## config.mk

```make
export PLATFORM = sky130hd
export DESIGN_NAME = cpipe1_issue_stage
export DESIGN_NICKNAME = d
export VERILOG_FILES = /design/src/rtl/cpipe_pkg.sv /design/src/rtl/cpipe1_fifo.sv /design/src/rtl/cpipe1_issue_stage.sv
export SDC_FILE = /design/constraint.sdc
export NUM_CORES = 1
export LEC_CHECK = 0
export CORE_MARGIN = 4
export CORE_UTILIZATION = 45
export CTS_CLUSTER_SIZE = 12
export DETAILED_ROUTE_END_ITERATION = 12
export PLACE_DENSITY = 0.67
export SLEW_MARGIN = 30
export SYNTH_ARGS = -nofsm -noshare
export SYNTH_HDL_FRONTEND = slang
export SYNTH_SLANG_ARGS = --single-unit
```

## constraint.sdc

```tcl
create_clock -name CLK -period 6 [get_ports CLK]
set_input_delay 0.9 -clock CLK [delete_from_list [all_inputs] [get_ports CLK]]
set_output_delay 0.9 -clock CLK [all_outputs]
set_load 0.05 [all_outputs]
```

## src/rtl/cpipe_pkg.sv

```systemverilog
// rtl/cpipe_pkg.sv - shared widths, bit indices and word classification for the stage-1 issue path
package cpipe_pkg;

  localparam int CPIPE_W = 9;

  localparam int CP_B0 = 0;
  localparam int CP_B1 = 1;
  localparam int CP_B2 = 2;
  localparam int CP_B3 = 3;
  localparam int CP_B4 = 4;
  localparam int CP_B5 = 5;
  localparam int CP_B6 = 6;
  localparam int CP_B7 = 7;
  localparam int CP_B8 = 8;

  localparam logic [CPIPE_W-1:0] BUBBLE_DEFAULT = 9'h000;

  // Load/store class words keep the stage busy for several cycles.
  function automatic logic is_mem_word(input logic [CPIPE_W-1:0] w);
    return w[CP_B7] & w[CP_B5] & w[CP_B4] & w[CP_B3];
  endfunction

endpackage

```

## src/rtl/cpipe1_fifo.sv

```systemverilog
// rtl/cpipe1_fifo.sv - DEPTH x W synchronous FIFO with flush and combinational head
module cpipe1_fifo
  import cpipe_pkg::*;
#(
  parameter int DEPTH = 4,
  parameter int W     = CPIPE_W,
  localparam int AW   = $clog2(DEPTH),
  localparam int CW   = AW + 1
) (
  input  logic          clk,
  input  logic          rst,
  input  logic          push,
  input  logic          pop,
  input  logic          flush,
  input  logic [W-1:0]  wdata,
  output logic [W-1:0]  rdata,
  output logic          full,
  output logic          empty,
  output logic [CW-1:0] count
);

  logic [W-1:0]  mem [DEPTH];
  logic [AW-1:0] wr_ptr;
  logic [AW-1:0] rd_ptr;
  logic          do_push;
  logic          do_pop;

  assign full    = (count == CW'(DEPTH));
  assign empty   = (count == '0);
  assign do_push = push & ~full & ~flush;
  assign do_pop  = pop & ~empty & ~flush;
  assign rdata   = mem[rd_ptr];

  always_ff @(posedge clk) begin
    if (do_push) mem[wr_ptr] <= wdata;
  end

  // Power-of-two depth lets the pointers wrap by natural overflow.
  always_ff @(posedge clk or posedge rst) begin
    if (rst) begin
      wr_ptr <= '0;
      rd_ptr <= '0;
      count  <= '0;
    end else if (flush) begin
      wr_ptr <= '0;
      rd_ptr <= '0;
      count  <= '0;
    end else begin
      if (do_push) wr_ptr <= wr_ptr + AW'(1);
      if (do_pop)  rd_ptr <= rd_ptr + AW'(1);
      case ({do_push, do_pop})
        2'b10:   count <= count + CW'(1);
        2'b01:   count <= count - CW'(1);
        default: count <= count;
      endcase
    end
  end

endmodule

```

## src/rtl/cpipe1_issue_stage.sv

```systemverilog
// rtl/cpipe1_issue_stage.sv - buffers fetch control words and drives the registered CPIPE1s bus
module cpipe1_issue_stage
  import cpipe_pkg::*;
#(
  parameter int                 DEPTH       = 4,
  parameter int                 MEM_HOLD    = 2,
  parameter logic [CPIPE_W-1:0] BUBBLE_WORD = BUBBLE_DEFAULT
) (
  input  logic                   CLK,
  input  logic                   RESET,
  input  logic [CPIPE_W-1:0]     IWORD,
  input  logic                   IVALID,
  output logic                   IREADY,
  input  logic                   STALL,
  input  logic                   FLUSH,
  output logic [CPIPE_W-1:0]     CPIPE1s,
  output logic                   CPIPE1_VALID,
  output logic                   MEM_BUSY,
  output logic [$clog2(DEPTH):0] FIFO_COUNT
);

  localparam int CW = $clog2(DEPTH) + 1;
  localparam int HW = $clog2(MEM_HOLD) + 1;

  logic [CPIPE_W-1:0] head;
  logic               fifo_full;
  logic               fifo_empty;
  logic               push;
  logic               adv;
  logic               pop;
  logic [HW-1:0]      hold_cnt;

  // Ready depends on occupancy alone, so a full FIFO refuses even when popping.
  assign IREADY = (FIFO_COUNT < CW'(DEPTH));
  assign push   = IVALID & IREADY & ~FLUSH;
  assign adv    = ~STALL & ~FLUSH & (hold_cnt == '0);
  assign pop    = adv & ~fifo_empty;

  cpipe1_fifo #(
    .DEPTH (DEPTH),
    .W     (CPIPE_W)
  ) u_fifo (
    .clk   (CLK),
    .rst   (RESET),
    .push  (push),
    .pop   (pop),
    .flush (FLUSH),
    .wdata (IWORD),
    .rdata (head),
    .full  (fifo_full),
    .empty (fifo_empty),
    .count (FIFO_COUNT)
  );

  always_ff @(posedge CLK or posedge RESET) begin
    if (RESET) begin
      CPIPE1s      <= BUBBLE_WORD;
      CPIPE1_VALID <= 1'b0;
      hold_cnt     <= '0;
      MEM_BUSY     <= 1'b0;
    end else if (FLUSH) begin
      CPIPE1s      <= BUBBLE_WORD;
      CPIPE1_VALID <= 1'b0;
      hold_cnt     <= '0;
      MEM_BUSY     <= 1'b0;
    end else if (!STALL) begin
      if (hold_cnt == '0) begin
        if (!fifo_empty) begin
          CPIPE1s      <= head;
          CPIPE1_VALID <= 1'b1;
          hold_cnt     <= is_mem_word(head) ? HW'(MEM_HOLD - 1) : '0;
          MEM_BUSY     <= is_mem_word(head) && (MEM_HOLD > 1);
        end else begin
          CPIPE1s      <= BUBBLE_WORD;
          CPIPE1_VALID <= 1'b0;
        end
      end else begin
        // MEM_BUSY tracks the post-decrement count so it stays equal to hold_cnt != 0.
        hold_cnt <= hold_cnt - HW'(1);
        MEM_BUSY <= (hold_cnt != HW'(1));
      end
    end
  end

  logic unused_full;
  assign unused_full = fifo_full;

endmodule

```

Word level (Yosys, flattened, before mapping)

Memories as Yosys holds them, arrays and structs flattened.
Cells that the tools add are included.

Bits in registers: 20
Bits in writable memories: 36
Input port bits: 14
Output and inout port bits: 15
Logic and storage cells: 69
Memories kept: 1

$add $sub $neg: 5
Order comparisons: 1
Eq/ne operators: 6
Muxes and demuxes: 25
Bitwise operators: 16
Reductions and logical operators: 8

Memories:

| name       | words | width | read ports | clocked after Yosys merged registers in | wr ports | RTL line          | source |
|---|---|---|---|---|---|---|---|
| u_fifo.mem | 4     | 9     | 1          | 0                                       | 1        | cpipe1_fifo.sv:22 | `logic [W-1:0] mem [DEPTH];` |

Operators by type and width:

| cell                | count |
|---|---|
| $mux 9              | 4 |
| $mux 2              | 8 |
| $and 1x1->1         | 12 |
| $mux 1              | 11 |
| $pmux 3 s2          | 1 |
| $reduce_bool 2->1   | 3 |
| $add 2x1->2 const B | 2 |
| $ne 2x1->1 const B  | 2 |
| $not 1->1           | 4 |
| $reduce_and 2->1    | 2 |
| $add 3x1->3 const B | 1 |
| $eq 3x3->1 const B  | 1 |
| $logic_not 3->1     | 1 |
| $lt 3x3->1 const B  | 1 |
| $mux 3              | 1 |
| $ne 3x3->1 const B  | 1 |
| $reduce_bool 3->1   | 1 |
| $sub 3x1->3 const B | 1 |
| $eq 2x1->1 const B  | 1 |
| $eq 2x2->1 const B  | 1 |
| $logic_not 2->1     | 1 |
| $sub 2x1->2 const B | 1 |

Depth between registers and ports, before layout

Depth in word-level cells: 9
Mapped depth: 6
Gate-level depth less buffers: 6

Cells and area by module

From an unflattened synthesis, not the netlist that was laid out.

Cells, all modules: 157
Area total of the unflattened synthesis: 2,443.6 µm²

Modules (own cells, without submodules):

| module             | times used | cells each | area an instance (µm²) | seq. area each (µm²) |
|---|---|---|---|---|
| cpipe1_fifo        | 1          | 114        | 1,879.3                | 1,256.2 |
| cpipe1_issue_stage | 1          | 43         | 564.3                  | 325.3 |

Worst setup path after synthesis

Ideal clock, no wire load.

Kind: in2reg
Start point: input port FLUSH
End point: register u_fifo.count[2]
Setup time: 0.082 ns
Arrival time: 2.570 ns
Data required time: 5.918 ns
Slack: 3.347 ns
Cell stages on the path: 6
Buffers on the path: 2
Path through: clkbuf_1 -> clkbuf_1 -> nor3_1 -> fa_1 -> or4_1 -> a31oi_1

Word-level cells in the longest chain between the ends: 9
Elaborated cells between the ends (all ways): 14
Classes of those cells: eq/ne (2); mux (2); bitwise (9); reduce/logical (1)

Ends and longest elaborated chain:

| item                                     | RTL line                 | source |
|---|---|---|
| start, declared                          | cpipe1_issue_stage.sv:15 | `input logic FLUSH,` |
| $not 1->1                                | -                        |  |
| $and 1x1->1 (2 in a row)                 | cpipe1_issue_stage.sv:36 | `assign adv = ~STALL & ~FLUSH & (hold_cnt == '0);` |
| $and 1x1->1                              | cpipe1_issue_stage.sv:37 | `assign pop = adv & ~fifo_empty;` |
| $and 1x1->1 (2 in a row)                 | cpipe1_fifo.sv:31        | `assign do_pop = pop & ~empty & ~flush;` |
| $eq 2x1->1 or $eq 2x2->1 (tied branches) | cpipe1_fifo.sv:51        | `case ({do_push, do_pop})` |
| $pmux 3 s2                               | cpipe1_fifo.sv:51        |  |
| $mux 3                                   | cpipe1_fifo.sv:44        | `end else if (flush) begin` |
| end signal, assigned                     | cpipe1_fifo.sv:52        | `2'b10: count <= count + CW'(1);` |
| end signal, assigned                     | cpipe1_fifo.sv:53        | `2'b01: count <= count - CW'(1);` |
| end signal, assigned                     | cpipe1_fifo.sv:54        | `default: count <= count;` |
| end, declared                            | cpipe1_fifo.sv:19        | `output logic [CW-1:0] count` |

Several ways; a longest one is shown, not always the timed one.
A chain may end at the register's enable or synchronous reset.

Worst setup path after layout

Same ends and word-level chain as after synthesis.

==> run metrics <==
Final Cell Area=0.00272 sq mm; core footprint=0.00482 sq mm; CTS buffer count=5; post-synthesis average cell area=17.1 sq um; Distinct cells, synth=36; die span in y=79.3 um; outcome=complete, no violations; Setup Buffers After CTS=0; Clock Latency Late Sink=300 ps; largest net degree at the start of global routing=21; minimum clock period=3240 ps; fin nets=184; sequential share of the synthesized area=69.2%; DRT Pass-1 Iters=4; Buf/Inv on CP=1; IO Pins=29; area grow syn2layout=19.2%; cells along the critical path=clkdlybuf4s50_1 > nor3b_2 > nor3_1 > fa_1 > or4_1 > a31oi_1; DR WL/cell=16.9 um; sequential share of power=50.7%; ant diodes=0; vias=1220; Slew Viols, Final=0; slowest stage delay, CP=700 ps; clk slew on worst S/H paths=100 ps; Syn Inst Count=134; Die ar.=0.00628 sq mm; DRC errors left=0; PnR Total Power=0.964 mW; share of power burned in the clock network=21.0%; setup TNS=0 ps; CP max stage cell=clkdlybuf4s50_1; initial cell density of the core=47.5%; hold bufs inserted after CTS=0; hpwl dp=2.84 mm; CTS Sinks=56; worst rel slew slack=51.5%; Critical Path Fanout Max=15; Setup crit end kind=flip-flop; Multi-input gate area=672 sq um; Pleak=1.02 nW; site row count=25; Post-Syn Area=0.00229 sq mm; root buffer cell=clkbuf_8; WP data required=6210 ps; share of cells above drive strength 1=13.9%; critical setup path kind=in -> reg; DR vias/cell=5.24; FF+latch area=0.00158 sq mm; type of the worst min-delay path=reg -> reg; crit path launch type=primary input; NetSw=0.309 mW; H-tree levels=2; placed cell areas=0.00263 sq mm; Total GRT Usage=14.1%; I/O Buffers=28; Fillers=400; pwr/cell area=354 mW/mm^2; clk buf depth=2; Final Cycle Share=54.0%; worst clock skew=2.01 ps; CP arrival=3450 ps; post-CTS sizing=0; first-pass GRT wire length=6.56 mm; Worst VDD drop=0.000200 V; total grt overflow=0; final WL=3.95 mm; Die Width=79.3 um; Ys Warns=0; cell family with most CP delay=simple AND/OR/NAND/NOR gates; Worst Hold Slack=492 ps; ys flop type=edfxtp_1; RSZ-0062 raised after global routing=no; number of synthesized flops with an enable pin=36; Async SR Flop Fraction=35.7%; synthesis-stage register bit count=56; initial antenna violation count=0; Max Freq=309 MHz; switching share of power=32.1%; Logic pwr share=28.3%; Routability Congestion=0.746; Synth Net Count=153; Initial DRC Count=87; vias in the first global route=1308; Max-Cap Viols=0; clock tree from TritonCTS=built; Internal Power=0.655 mW; Hold Fails Final Rpt=0; Worst-Margin Slew=727 ps; Setup-failing EPs final=0; post-route ant nets=0
## power by group through the flow
stage | Clock, mW | Sequential [mW] | Combinational (mW)
floorplan | 0 | 0.541 | 0.147
global placement | 0 | 0.497 | 0.269
detailed placement | 0 | 0.499 | 0.276
CTS | 0.209 | 0.491 | 0.276
global route | 0.228 | 0.497 | 0.291
finish | 0.202 | 0.489 | 0.273
## area by class of cell
class | instances | share of cell area, %
inverter | 4 | 0.551
multi-input combinational | 70 | 24.7
sequential | 56 | 58.1
tap | 67 | 3.08
clock buffer | 5 | 2.53
clock inverter | 3 | 0.827
timing repair buffer | 28 | 10.3
## placed cells by master (no fill, tap or decap), types with 2 or more instances in the layout
cell type	synthesis	final
a21oi_1	2	2
nand3_1	3	3
nor3_1	3	3
or3_4	2	2
edfxtp_1	36	36
dfrtp_1	20	20
nor2_1	6	6
and2_1	5	5
a22o_1	9	9
o21ai_0	2	2
clkbuf_8	0	5
nand2_1	2	2
mux4_2	9	9
ha_1	4	4
o21ai_1	2	2
xor2_1	2	2
clkdlybuf4s50_1	0	28
nor2b_1	2	2
inv_1	4	4
## cells in the mapped netlist (2+ instances only)
cell type,instances,share of area (%)
a21oi_1,2,0.44
a22o_1,9,3.4
and2_1,5,1.4
buf_2,2,0.44
clkbuf_1,2,0.33
dfrtp_1,20,22
edfxtp_1,36,47
ha_1,4,2.2
inv_1,4,0.66
mux4_2,9,8.9
nand2_1,2,0.33
nand3_1,3,0.66
nor2_1,6,0.99
nor2b_1,2,0.55
nor3_1,3,0.66
o21ai_0,2,0.44
o21ai_1,2,0.44
or3_4,2,0.99
xor2_1,2,0.77
## final timing paths
kind,startpoint,to,slack [ps],depth (start not counted)
max,FLUSH,u_fifo.count[2],2760,6
max reg2reg,u_fifo.count[2],u_fifo.count[2],3460,6
min in group asynchronous,RESET,CPIPE1_VALID,1010,2
min reg2reg,CPIPE1_VALID,CPIPE1_VALID,490,1
min,CPIPE1_VALID,CPIPE1_VALID,490,1
max in group asynchronous,RESET,u_fifo.rd_ptr[0],4530,2
## registers in the layout, indices dropped and copies added, names as in the netlist
name and flops:
MEM_BUSY 1, u_fifo.rd_ptr 2, u_fifo.count 3, CPIPE1_VALID 1
u_fifo.mem 36, u_fifo.wr_ptr 2, CPIPE1s 9, hold_cnt 2
## stage by stage
step,cells,utilization (%),setup slack [ps]
final,233,56.5,2760
after CTS,233,56.5,2770
after global routing,233,56.5,2590
after floorplan,134,-,3350
after global placement,225,54.6,2640
after detailed placement,225,54.6,2450
## metal layers
metal  GRT usage (%)  share of wire (%)  vias up
met5               0                  0        -
met4            4.81               0.96        0
met3            4.20                4.4        4
met2            23.9                 52       24
met1            17.0                 42      619
li1                -                  -      573
## logic make-up (layout without fill, tap and decap cells)
family,after synthesis,in the layout,synth area share (%)
XOR/XNOR,4,4,2.19
adder cells (fa/ha/maj),5,5,3.07
multiplexers,9,9,8.87
buffers and inverters,8,40,1.42
AO/OA/AOI/OAI,22,22,7.28
AND/OR/NAND/NOR,30,30,7.99
flip-flops,56,56,69.2
Power figures use the tool's default switching activity.
